[src/rtl/vga_pkg.sv]
// Shared VGA timing defaults, derived totals and the region type used by the
// horizontal and vertical decoders of the sync pipeline.
package vga_pkg;

    localparam int DEF_H_ACTIVE = 640;
    localparam int DEF_H_FP     = 16;
    localparam int DEF_H_SYNC   = 96;
    localparam int DEF_H_BP     = 48;
    localparam int DEF_V_ACTIVE = 480;
    localparam int DEF_V_FP     = 10;
    localparam int DEF_V_SYNC   = 2;
    localparam int DEF_V_BP     = 33;
    localparam int DEF_RD_LAT   = 2;

    localparam int DEF_H_TOTAL = DEF_H_ACTIVE + DEF_H_FP + DEF_H_SYNC + DEF_H_BP;
    localparam int DEF_V_TOTAL = DEF_V_ACTIVE + DEF_V_FP + DEF_V_SYNC + DEF_V_BP;

    localparam int COUNT_W = 10;
    localparam int ADDR_W  = 19;

    typedef enum logic [1:0] {
        R_ACT,
        R_FRONT,
        R_SYNC,
        R_BACK
    } region_t;

    // Positions past the back porch (bad upstream counts) fall into R_BACK.
    function automatic region_t decode_region(input int pos, input int active,
                                              input int fp, input int sync);
        if (pos < active)             return R_ACT;
        if (pos < active + fp)        return R_FRONT;
        if (pos < active + fp + sync) return R_SYNC;
        return R_BACK;
    endfunction

endpackage

[src/rtl/vga_delay_line.sv]
// En-qualified shift register that carries the timing flags alongside the
// framebuffer read latency; every stage resets to all-zero (inactive).
module vga_delay_line #(
    parameter int WIDTH = 4,
    parameter int DEPTH = 2
) (
    input  logic             clk,
    input  logic             reset_n,
    input  logic             en,
    input  logic [WIDTH-1:0] d,
    output logic [WIDTH-1:0] q
);

    logic [WIDTH-1:0] stages [DEPTH];

    always_ff @(posedge clk or negedge reset_n) begin
        if (!reset_n) begin
            for (int i = 0; i < DEPTH; i++) stages[i] <= '0;
        end else if (en) begin
            stages[0] <= d;
            for (int i = 1; i < DEPTH; i++) stages[i] <= stages[i-1];
        end
    end

    assign q = stages[DEPTH-1];

endmodule

[src/rtl/vga_sync_pipe.sv]
// VGA sync/pixel stage: decodes upstream counts, issues framebuffer reads and
// delays syncs/de/frame_start so they line up with the returned pixel data.
module vga_sync_pipe
    import vga_pkg::*;
#(
    parameter int H_ACTIVE = DEF_H_ACTIVE,
    parameter int H_FP     = DEF_H_FP,
    parameter int H_SYNC   = DEF_H_SYNC,
    parameter int H_BP     = DEF_H_BP,
    parameter int V_ACTIVE = DEF_V_ACTIVE,
    parameter int V_FP     = DEF_V_FP,
    parameter int V_SYNC   = DEF_V_SYNC,
    parameter int V_BP     = DEF_V_BP,
    parameter int RD_LAT   = DEF_RD_LAT
) (
    input  logic               clk,
    input  logic               reset_n,
    input  logic               en,
    input  logic [COUNT_W-1:0] h_count,
    input  logic [COUNT_W-1:0] v_count,
    output logic               fb_rd_en,
    output logic [ADDR_W-1:0]  fb_rd_addr,
    input  logic [11:0]        fb_rd_data,
    output logic [3:0]         vga_r,
    output logic [3:0]         vga_g,
    output logic [3:0]         vga_b,
    output logic               vga_hs_n,
    output logic               vga_vs_n,
    output logic               vga_de,
    output logic               frame_start,
    output logic               count_err
);

    localparam int H_TOTAL = H_ACTIVE + H_FP + H_SYNC + H_BP;
    localparam int V_TOTAL = V_ACTIVE + V_FP + V_SYNC + V_BP;

    region_t h_state, h_next, v_state, v_next;
    logic               hs0, vs0;
    logic               at_origin, pixel_active, synced, frame_q;
    logic [ADDR_W-1:0]  addr_cnt;
    logic               have_prev, seq_bad;
    logic [COUNT_W-1:0] prev_h, exp_h;
    logic [3:0]         dl_d, dl_q;

    always_ff @(posedge clk or negedge reset_n) begin
        if (!reset_n) begin
            h_state <= R_BACK;
            v_state <= R_BACK;
        end else begin
            h_state <= h_next;
            v_state <= v_next;
        end
    end

    always_comb begin
        h_next = h_state;
        v_next = v_state;
        if (en) begin
            h_next = decode_region(int'(h_count), H_ACTIVE, H_FP, H_SYNC);
            v_next = decode_region(int'(v_count), V_ACTIVE, V_FP, V_SYNC);
        end
    end

    always_comb begin
        hs0 = (h_state == R_SYNC);
        vs0 = (v_state == R_SYNC);
    end

    // Pixels are only fetched once a (0,0) has realigned the address counter.
    assign at_origin    = (h_count == '0) && (v_count == '0);
    assign pixel_active = en && (h_next == R_ACT) && (v_next == R_ACT) && (synced || at_origin);

    always_ff @(posedge clk or negedge reset_n) begin
        if (!reset_n) begin
            fb_rd_en   <= 1'b0;
            fb_rd_addr <= '0;
            addr_cnt   <= '0;
            frame_q    <= 1'b0;
            synced     <= 1'b0;
        end else if (en) begin
            fb_rd_en <= pixel_active;
            frame_q  <= at_origin;
            if (at_origin) begin
                synced     <= 1'b1;
                fb_rd_addr <= '0;
                addr_cnt   <= ADDR_W'(1);
            end else if (pixel_active) begin
                fb_rd_addr <= addr_cnt;
                addr_cnt   <= addr_cnt + ADDR_W'(1);
            end
        end
    end

    assign exp_h   = (int'(prev_h) == H_TOTAL - 1) ? '0 : prev_h + COUNT_W'(1);
    assign seq_bad = (int'(h_count) > H_TOTAL - 1) ||
                     (int'(v_count) > V_TOTAL - 1) ||
                     (have_prev && (h_count != exp_h));

    always_ff @(posedge clk or negedge reset_n) begin
        if (!reset_n) begin
            count_err <= 1'b0;
            have_prev <= 1'b0;
            prev_h    <= '0;
        end else if (en) begin
            have_prev <= 1'b1;
            prev_h    <= h_count;
            if (seq_bad) count_err <= 1'b1;
        end
    end

    assign dl_d = {hs0, vs0, fb_rd_en, frame_q};

    vga_delay_line #(
        .WIDTH(4),
        .DEPTH(RD_LAT)
    ) u_delay (
        .clk     (clk),
        .reset_n (reset_n),
        .en      (en),
        .d       (dl_d),
        .q       (dl_q)
    );

    assign vga_hs_n    = ~dl_q[3];
    assign vga_vs_n    = ~dl_q[2];
    assign vga_de      = dl_q[1];
    assign frame_start = dl_q[0];
    assign vga_r       = vga_de ? fb_rd_data[11:8] : 4'h0;
    assign vga_g       = vga_de ? fb_rd_data[7:4]  : 4'h0;
    assign vga_b       = vga_de ? fb_rd_data[3:0]  : 4'h0;

endmodule

[config.mk]
export PLATFORM = sky130hd
export DESIGN_NAME = vga_sync_pipe
export DESIGN_NICKNAME = d
export VERILOG_FILES = /design/src/rtl/vga_pkg.sv /design/src/rtl/vga_delay_line.sv /design/src/rtl/vga_sync_pipe.sv
export SDC_FILE = /design/constraint.sdc
export NUM_CORES = 1
export LEC_CHECK = 0
export ABC_AREA = 1
export ABC_CLOCK_PERIOD_IN_PS = 2230
export CAP_MARGIN = 20
export CORE_ASPECT_RATIO = 2
export CORE_MARGIN = 2
export CORE_UTILIZATION = 40
export DETAILED_ROUTE_END_ITERATION = 8
export DONT_BUFFER_PORTS = 1
export PLACE_DENSITY_LB_ADDON = 0.05
export SKIP_LAST_GASP = 1
export SYNTH_ARGS = -nofsm -noshare
export SYNTH_HDL_FRONTEND = slang
export SYNTH_SLANG_ARGS = --single-unit
[constraint.sdc]
create_clock -name clk -period 2.23 [get_ports clk]
set_input_delay 0.3345 -clock clk [delete_from_list [all_inputs] [get_ports clk]]
set_output_delay 0.3345 -clock clk [all_outputs]
set_load 0.02 [all_outputs]
==> results of run 1 <==
[per-stage QoR]
stage | worst slack, ps | utilization | hold slack [ps] | instance area (sq um)
2_1_floorplan | 541 | - | 38.9 | 3690
3_5_place_dp | 232 | 0.417 | 41.1 | 3750
5_1_grt | 55.3 | 0.458 | 95.3 | 4120
3_3_place_gp | 266 | 0.417 | 40.8 | 3750
4_1_cts | 223 | 0.458 | 84.6 | 4120
6_report | 225 | 0.458 | 102 | 4120
[per-layer routing]
metal	part of all wire	vias to the layer above
li1	-	1619
met4	0.028	0
met2	0.57	84
met3	0.036	17
met1	0.36	1460
met5	0	-
[cells by family (layout without fill, tap and decap cells)]
kind of cell / after synthesis / in the layout / share of synthesized area
simple gates: 290 / 290 / 0.341
xor+xnor: 8 / 8 / 0.0190
compound gates: 66 / 66 / 0.0980
flops: 65 / 65 / 0.442
buf+inv: 79 / 84 / 0.0936
fa+ha+maj: 2 / 2 / 0.00678
[state kept, by name, indices dropped and copies added (netlist names)]
| name | flops |
|---|---|
| u_delay.stages | 4 |
| synced | 1 |
| fb_rd_en | 1 |
| fb_rd_addr | 19 |
| prev_h | 10 |
| count_err | 1 |
| h_state | 2 |
| v_state | 2 |
| frame_q | 1 |
| u_delay.q | 4 |
| have_prev | 1 |
| addr_cnt | 19 |
[synthesized netlist by cell type (2+ instances only)]
cell      count  area share
nor2_1       27       0.027
o21ai_2       5       0.012
o21ai_1      32       0.043
inv_1        55       0.056
o21ai_0      20       0.027
nor3_1       11       0.015
buf_6         6       0.018
nor4_1        3      0.0051
nand3_1      39       0.053
nand4_1      11       0.019
dfstp_2       4       0.028
dfrtp_1      61        0.41
xor2_1        6       0.014
nand3b_1      4      0.0081
inv_2         6      0.0061
or2_2         6       0.010
ha_1          2      0.0068
xnor2_1       2      0.0047
or2_1         3      0.0051
a21oi_1       4      0.0054
buf_2         3      0.0041
nand2_1     180        0.18
nor2_2        3      0.0051
clkbuf_1      8      0.0081
[power by group]
group          total (uW)  switching, uW  internal [uW]
Sequential           1530            206           1320
Clock                1550            515           1040
Combinational         481            291            191
Total                3560           1010           2550
[how the worst max path moves through the flow]
stage / cells past startpoint / to / slack, ps / start
global placement: 12 / count_err / 270 / prev_h[0]
global route: 12 / count_err / 60 / prev_h[1]
floorplan: 10 / fb_rd_addr[1] / 540 / v_count[7]
detailed placement: 12 / count_err / 230 / prev_h[1]
CTS: 12 / count_err / 220 / prev_h[1]
finish: 12 / count_err / 230 / prev_h[1]
[area by class of cell]
cell class | count | area [sq um] | area share
clock inverters | 4 | 75.1 | 0.0182
repair buffers | 7 | 87.6 | 0.0212
well taps | 102 | 128 | 0.0309
multi-input cells | 366 | 1720 | 0.416
clock buffers | 12 | 256 | 0.0622
inverters | 61 | 229 | 0.0555
flip-flops and latches | 65 | 1630 | 0.396
==> impl_results.rst, run 1 <==
.. list-table::
   :header-rows: 1

   * - Metric
     - Value
   * - Pleak
     - between 0.0015 and 0.002 uW
   * - Startpoint type of the worst setup path
     - register
   * - Hold endpoint
     - h_state[0]
   * - Max Slew Vio Count
     - 0
   * - Per-instance average area after synthesis
     - about 7.2 sq um
   * - Class of the worst hold path
     - in2reg
   * - Post-Syn Instances
     - roughly 500
   * - Number of global-route vias before repair
     - 3158
   * - Initial antenna violation count
     - 0
   * - Number of setup violations in the final report
     - 0
   * - Hpwl dp
     - about 7000 um
   * - Most common cell after layout, fill and taps aside
     - nand2_1
   * - Via total after detailed routing
     - roughly 3200
   * - Final sum of negative setup slack
     - 0 ps
   * - Count of standard-cell rows
     - slightly below 50
   * - Type of destination of the critical path
     - register
   * - Number of enable-type register cells in the synthesized netlist
     - 0
   * - Number of remaining DRC errors
     - 0
   * - Wire per inst
     - ~15 um
   * - Clock slew seen by the registers of the worst setup and hold paths
     - 60 ps
   * - Critical R2R Capture
     - count_err
   * - Global placement routability congestion
     - ~0.84
   * - Final clock period utilization by the worst path
     - 0.899
   * - Setup clock skew after layout
     - about 6.3 ps
   * - Req. time, crit path
     - around 2500 ps
   * - Hold-fix buffers, CTS
     - 2
   * - Post-DRT Antenna Nets
     - 0
   * - CTS tree
     - yes
   * - Critical path type
     - reg2reg
   * - Number of placed instances, taps included
     - around 600
   * - Clock insertion delay at the later pin of the skew report
     - 330 ps
   * - Layout net count
     - 547
   * - Overall Global Routing Usage
     - 0.201
   * - Wire length of the first global-routing pass
     - 15300 um
   * - Top flip-flop cell by instance count after synthesis
     - dfrtp_1
   * - Post-synth net total
     - between 500 and 600
   * - Cell repeated most along the worst path
     - nand2_1
   * - Cell area after technology mapping
     - approximately 0.0037 sq mm
   * - Max-capacitance violation count
     - 0
   * - Core Footprint
     - ~0.009 sq mm
   * - Met1 global-route usage
     - 0.190
   * - Die width
     - a little over 70 um
   * - Post-synth cell types
     - 33
   * - Pwr Total
     - approximately 3600 uW
   * - Diodes inserted
     - 0
   * - DIE HEIGHT
     - about 140 um
   * - Synthesis warning total
     - 0
   * - Top-Level Pins
     - 72
   * - Post-synthesis async set-or-reset flop share
     - 1.00
   * - Hold Violations, Final
     - 0
   * - Proportion of layout cells with a drive suffix above 1
     - 0.0951
   * - Fin crit period
     - 2000 ps
   * - Total detailed-routing wirelength
     - between 9000 and 10000 um
   * - Total number of clock tree sinks
     - 65
   * - Post-route non-filler standard cell count
     - a little over 600
   * - Number of buffers on the longest clock path
     - 2
   * - Share of the yosys chip area belonging to registers
     - 0.442
   * - Maximum clock frequency
     - ~500 MHz
   * - Number of buffers and inverters on the critical path
     - 0
   * - Worst stage delay on the critical path
     - 380 ps
   * - Routed via count divided by cell count
     - 5.15
   * - Commonest non-fill, non-tap cells in the layout
     - nand2_1, dfrtp_1, inv_1, nand3_1, o21ai_1
   * - Tightest slew margin relative to the limit
     - 0.661
   * - Cells resized by post-CTS repair
     - 0
   * - Initial core utilization
     - 0.410
   * - Flop-to-flop setup slack
     - around 230 ps
   * - H-tree depth
     - 3
   * - Start point of the worst hold path
     - en
   * - I/O Buffers
     - 0
   * - Length in cells of the worst reg-to-reg path
     - 12
   * - Worst VDD drop
     - about 0.00047 V
   * - Post-synthesis register bit count
     - 65
   * - Number of cells on the worst hold path
     - 1
   * - Slew at the pin closest to its max-slew limit
     - about 510 ps
   * - Largest delay share family, worst path
     - simple AND/OR/NAND/NOR gates
   * - Unrepaired setup endpoints after global routing
     - no
   * - Largest net degree at the start of global routing
     - 76
   * - Overall die area
     - 0.0101 sq mm
   * - Total of fill cells in the finished design
     - 905
   * - 1st-pass router iterations
     - 4
   * - Source of the worst register-to-register timing path
     - prev_h[1]
   * - Num CTS Buffers
     - 9
   * - Clock root cell
     - clkbuf_16
   * - Crit-path max FO
     - 7
   * - Critical Path Slowest Stage Cell
     - dfrtp_1
   * - Post-CTS Setup Repair Bufs
     - 0
   * - Cells along the critical path
     - ha_1 > nand2_1 > nor2_2 > nand3_1 > nand4_1 > nand3_1 > nor2_1 > nand3_1 > nand2_1 > nand2_1 > nand2_1 > nand2_1
   * - Total congestion overflow after global routing
     - 0
   * - Signed area change from the synthesized netlist to the final layout
     - 11.7%
   * - Starting DRC count in detailed routing
     - between 100 and 150
   * - Met2 routing resource usage after global routing
     - 0.387
   * - Data arrival time at the worst-slack endpoint
     - approximately 2200 ps
   * - Routing layer with the top usage in global route
     - met2
   * - GR Layer Usage met3
     - 0.0369
   * - P per Cell Area
     - roughly 860 mW/mm^2
   * - Run status
     - complete, no violations
Note: power is estimated with default switching activity, not from simulation.
==> inputs of run 2 (changes only) <==
--- a/config.mk
+++ b/config.mk
@@ -5,12 +5,12 @@
 export SDC_FILE = /design/constraint.sdc
 export NUM_CORES = 1
 export LEC_CHECK = 0
-export ABC_AREA = 1
 export ABC_CLOCK_PERIOD_IN_PS = 2230
 export CAP_MARGIN = 20
 export CORE_ASPECT_RATIO = 2
 export CORE_MARGIN = 2
 export CORE_UTILIZATION = 40
+export CTS_CLUSTER_SIZE = 28
 export DETAILED_ROUTE_END_ITERATION = 8
 export DONT_BUFFER_PORTS = 1
 export PLACE_DENSITY_LB_ADDON = 0.05
==> run 2 against run 1 <==
  * Non-clock buffer count is 21 higher
  * Design area is 2.1% lower
  * Via count is 11% lower
  * Synthesized cell count is 26% lower
  * Combinational power is 2% higher
  * Clock skew hardly changed
  * Sequential share of layout area is 0.85 points higher
  * First-iteration DRC count is 30% lower
  * Synthesized area is 6.6% lower
  * Flip-flop and latch count stayed put
  * Largest power group is now sequential cells
==> impl_results.rst, run 2 <==
.. list-table::
   :header-rows: 1

   * - Metric
     - Value
   * - Final worst hold slack
     - ~85 ps
   * - Diodes inserted
     - 0
   * - Post-DRT Antenna Nets
     - 0
   * - Startpoint type of the worst setup path
     - register
   * - Maximum clock frequency
     - between 400 and 500 MHz
   * - Starting DRC count in detailed routing
     - 97
   * - Overall die area
     - 0.00942 sq mm
   * - Number of enable-type register cells in the synthesized netlist
     - 0
   * - Clock root cell
     - clkbuf_16
   * - Critical path type
     - reg2reg
   * - Fin crit period
     - approximately 2200 ps
   * - Clock insertion delay at the later pin of the skew report
     - ~330 ps
   * - DIE HEIGHT
     - about 140 um
   * - Share of the yosys chip area belonging to registers
     - 0.473
   * - Pwr Total
     - roughly 3600 uW
   * - Basic-gate share of the synthesized area counting and, or, nand and nor cells
     - 0.231
   * - Global placement routability congestion
     - between 0.8 and 0.9
   * - CTS tree
     - yes
   * - Compound-Gate Fraction of Synth Area
     - 0.159
   * - Post-synth net total
     - between 400 and 500
   * - Number of global-route vias before repair
     - 2844
   * - Unrepaired setup endpoints after global routing
     - no
   * - Largest area contributor in the netlist
     - dfrtp_1
   * - Ranking of synthesized cells by area
     - dfrtp_1, nand2_1, o21ai_0
   * - Proportion of layout cells with a drive suffix above 1
     - 0.176
   * - Wire per inst
     - between 15 and 20 um
   * - Largest net degree at the start of global routing
     - 66
   * - Final sum of negative setup slack
     - 0 ps
   * - Post-Syn Instances
     - 377
   * - Post-synthesis register bit count
     - 65
   * - Number of cells on the worst hold path
     - 1
   * - Post-synth top area share
     - 0.443
   * - Portion of total power attributed to combinational logic
     - 0.137
   * - Number of setup violations in the final report
     - 0
   * - Length in cells of the worst reg-to-reg path
     - 7
   * - Commonest non-fill, non-tap cells in the layout
     - nand2_1, dfrtp_1, o21ai_0, buf_4, a21oi_1
   * - Number of buffers on the longest clock path
     - 2
   * - Synthesis warning total
     - 0
   * - Post-synth cell types
     - 52
   * - Number of remaining DRC errors
     - 0
   * - Cell area after technology mapping
     - ~0.0034 sq mm
   * - Final clock period utilization by the worst path
     - 0.976
   * - Clock share of power
     - 0.425
   * - Wire length of the first global-routing pass
     - between 10000 and 15000 um
   * - Crit-path max FO
     - 6
   * - Clock slew seen by the registers of the worst setup and hold paths
     - 60 ps
   * - Total congestion overflow after global routing
     - 0
   * - Overall Global Routing Usage
     - 0.204
   * - Layout net count
     - 430
   * - Biggest registers after layout
     - addr_cnt: 19 flops, fb_rd_addr: 19 flops, prev_h: 10 flops
   * - Total number of clock tree sinks
     - 65
   * - Signed area change from the synthesized netlist to the final layout
     - 17.1%
   * - Pint
     - 2560 uW
   * - Xor and xnor fraction of the mapped netlist area
     - 0.0330
   * - Switching power summed over all nets
     - ~1000 uW
   * - 1st-pass router iterations
     - 4
   * - Net Sw Frac
     - 0.285
   * - Tightest slew margin relative to the limit
     - 0.662
   * - Setup clock skew after layout
     - 6.33 ps
   * - Num CTS Buffers
     - 9
   * - Top cells by instance count after synthesis
     - dfrtp_1, nand2_1, o21ai_0, a21oi_1, clkbuf_1
   * - Proportion of power drawn by flip-flops and latches
     - 0.438
   * - Core Footprint
     - between 0.008 and 0.009 sq mm
   * - Layout Utilization
     - 0.473
   * - Count of standard-cell rows
     - 48
   * - Max-capacitance violation count
     - 0
   * - Class of the worst hold path
     - in2reg
   * - P per Cell Area
     - just under 900 mW/mm^2
   * - Max Slew Vio Count
     - 0
   * - Hold Violations, Final
     - 0
   * - Initial antenna violation count
     - 0
   * - Top-Level Pins
     - a little over 70
   * - Hpwl dp
     - roughly 7000 um
   * - Type of destination of the critical path
     - register
   * - Initial core utilization
     - 0.404
   * - Per-instance average area after synthesis
     - around 9 sq um
   * - Via total after detailed routing
     - 2840
   * - Routed via count divided by cell count
     - approximately 5.7
   * - Top flip-flop cell by instance count after synthesis
     - dfrtp_1
   * - Worst VDD drop
     - ~0.00059 V
   * - Die width
     - slightly below 70 um
   * - Run status
     - complete, no violations
   * - Post-CTS Setup Repair Bufs
     - 0
   * - H-tree depth
     - 3
   * - Combinational family with the most area after synthesis
     - simple AND/OR/NAND/NOR gates
   * - Share of synthesized area spent on multiplexers
     - 0.0508
   * - Data arrival time at the worst-slack endpoint
     - 2420 ps
   * - Total detailed-routing wirelength
     - about 9000 um
   * - Slew at the pin closest to its max-slew limit
     - between 500 and 600 ps
   * - Pleak
     - 0.00173 uW
   * - Req. time, crit path
     - ~2500 ps
   * - I/O Buffers
     - 0
   * - Share of synthesized cell area in full adder, half adder and majority cells
     - 0.00726
   * - Post-synthesis async set-or-reset flop share
     - 1.00
-- run 2: area by class of cell --
type | count | area [sq um]
clock buffers | 10 | 239
clock inverters | 6 | 90.1
fillers | 841 | 4490
inverters | 13 | 48.8
multi-input cells | 276 | 1670
flip-flops and latches | 65 | 1630
well taps | 100 | 125
repair buffers | 28 | 233
-- run 2: stage by stage --
stage | instance area [sq um] | setup slack (ps) | std cells
floorplan | 3450 | 17.8 | 377
detailed placement | 3660 | -109 | 480
global placement | 3660 | -200 | 480
global route | 4040 | 2.07 | 498
finish | 4040 | 54.1 | 498
CTS | 4030 | 73.7 | 498
-- run 2: path summary, 6_finish.rpt --
kind	from	to	slack, ps
min in group asynchronous	reset_n	fb_rd_addr[11]	530
hold reg to reg	synced	synced	460
max in group asynchronous	reset_n	v_state[0]	1370
hold / removal	en	h_state[1]	90
setup / recovery	prev_h[0]	count_err	50
setup reg to reg	prev_h[0]	count_err	50
-- run 2: cell families (layout without fill, tap and decap cells) --
family / Yosys count / in the layout
compound gates: 92 / 92
flops: 65 / 65
xor+xnor: 13 / 13
simple gates: 153 / 153
buf+inv: 36 / 57
mux: 16 / 16
fa+ha+maj: 2 / 2
-- run 2: critical path, stage by stage, from the launching register on --
cell and delay, ps:
dfrtp_1 350, ha_1 170, buf_4 140, nand4_1 230, or4b_2 690, a31oi_1 260
nor4_1 90, a31oi_1 170
-- run 2: power by group through the flow --
stage	Sequential, uW	Clock [uW]	Combinational, uW
after floorplan	1530	0	363
after global placement	1590	0	456
after detailed placement	1590	0	458
after CTS	1570	1560	497
after global routing	1590	1620	566
final	1570	1520	489
-- run 2: routing by layer --
layer  vias up  global-route usage  routed length (um)
met1      1377               0.217                3340
met5         -                   0                   0
met3        25              0.0439                 330
met2        62               0.357                4900
li1       1376                   -                   -
met4         0               0.134                 506
-- run 2: what timing repair did --
item	in CTS	in global routing
endpoints found under the hold margin	65	0
pin swaps	0	2
endpoints found under the setup margin	1	1
gates resized for setup	2	3
hold buffers	2	0
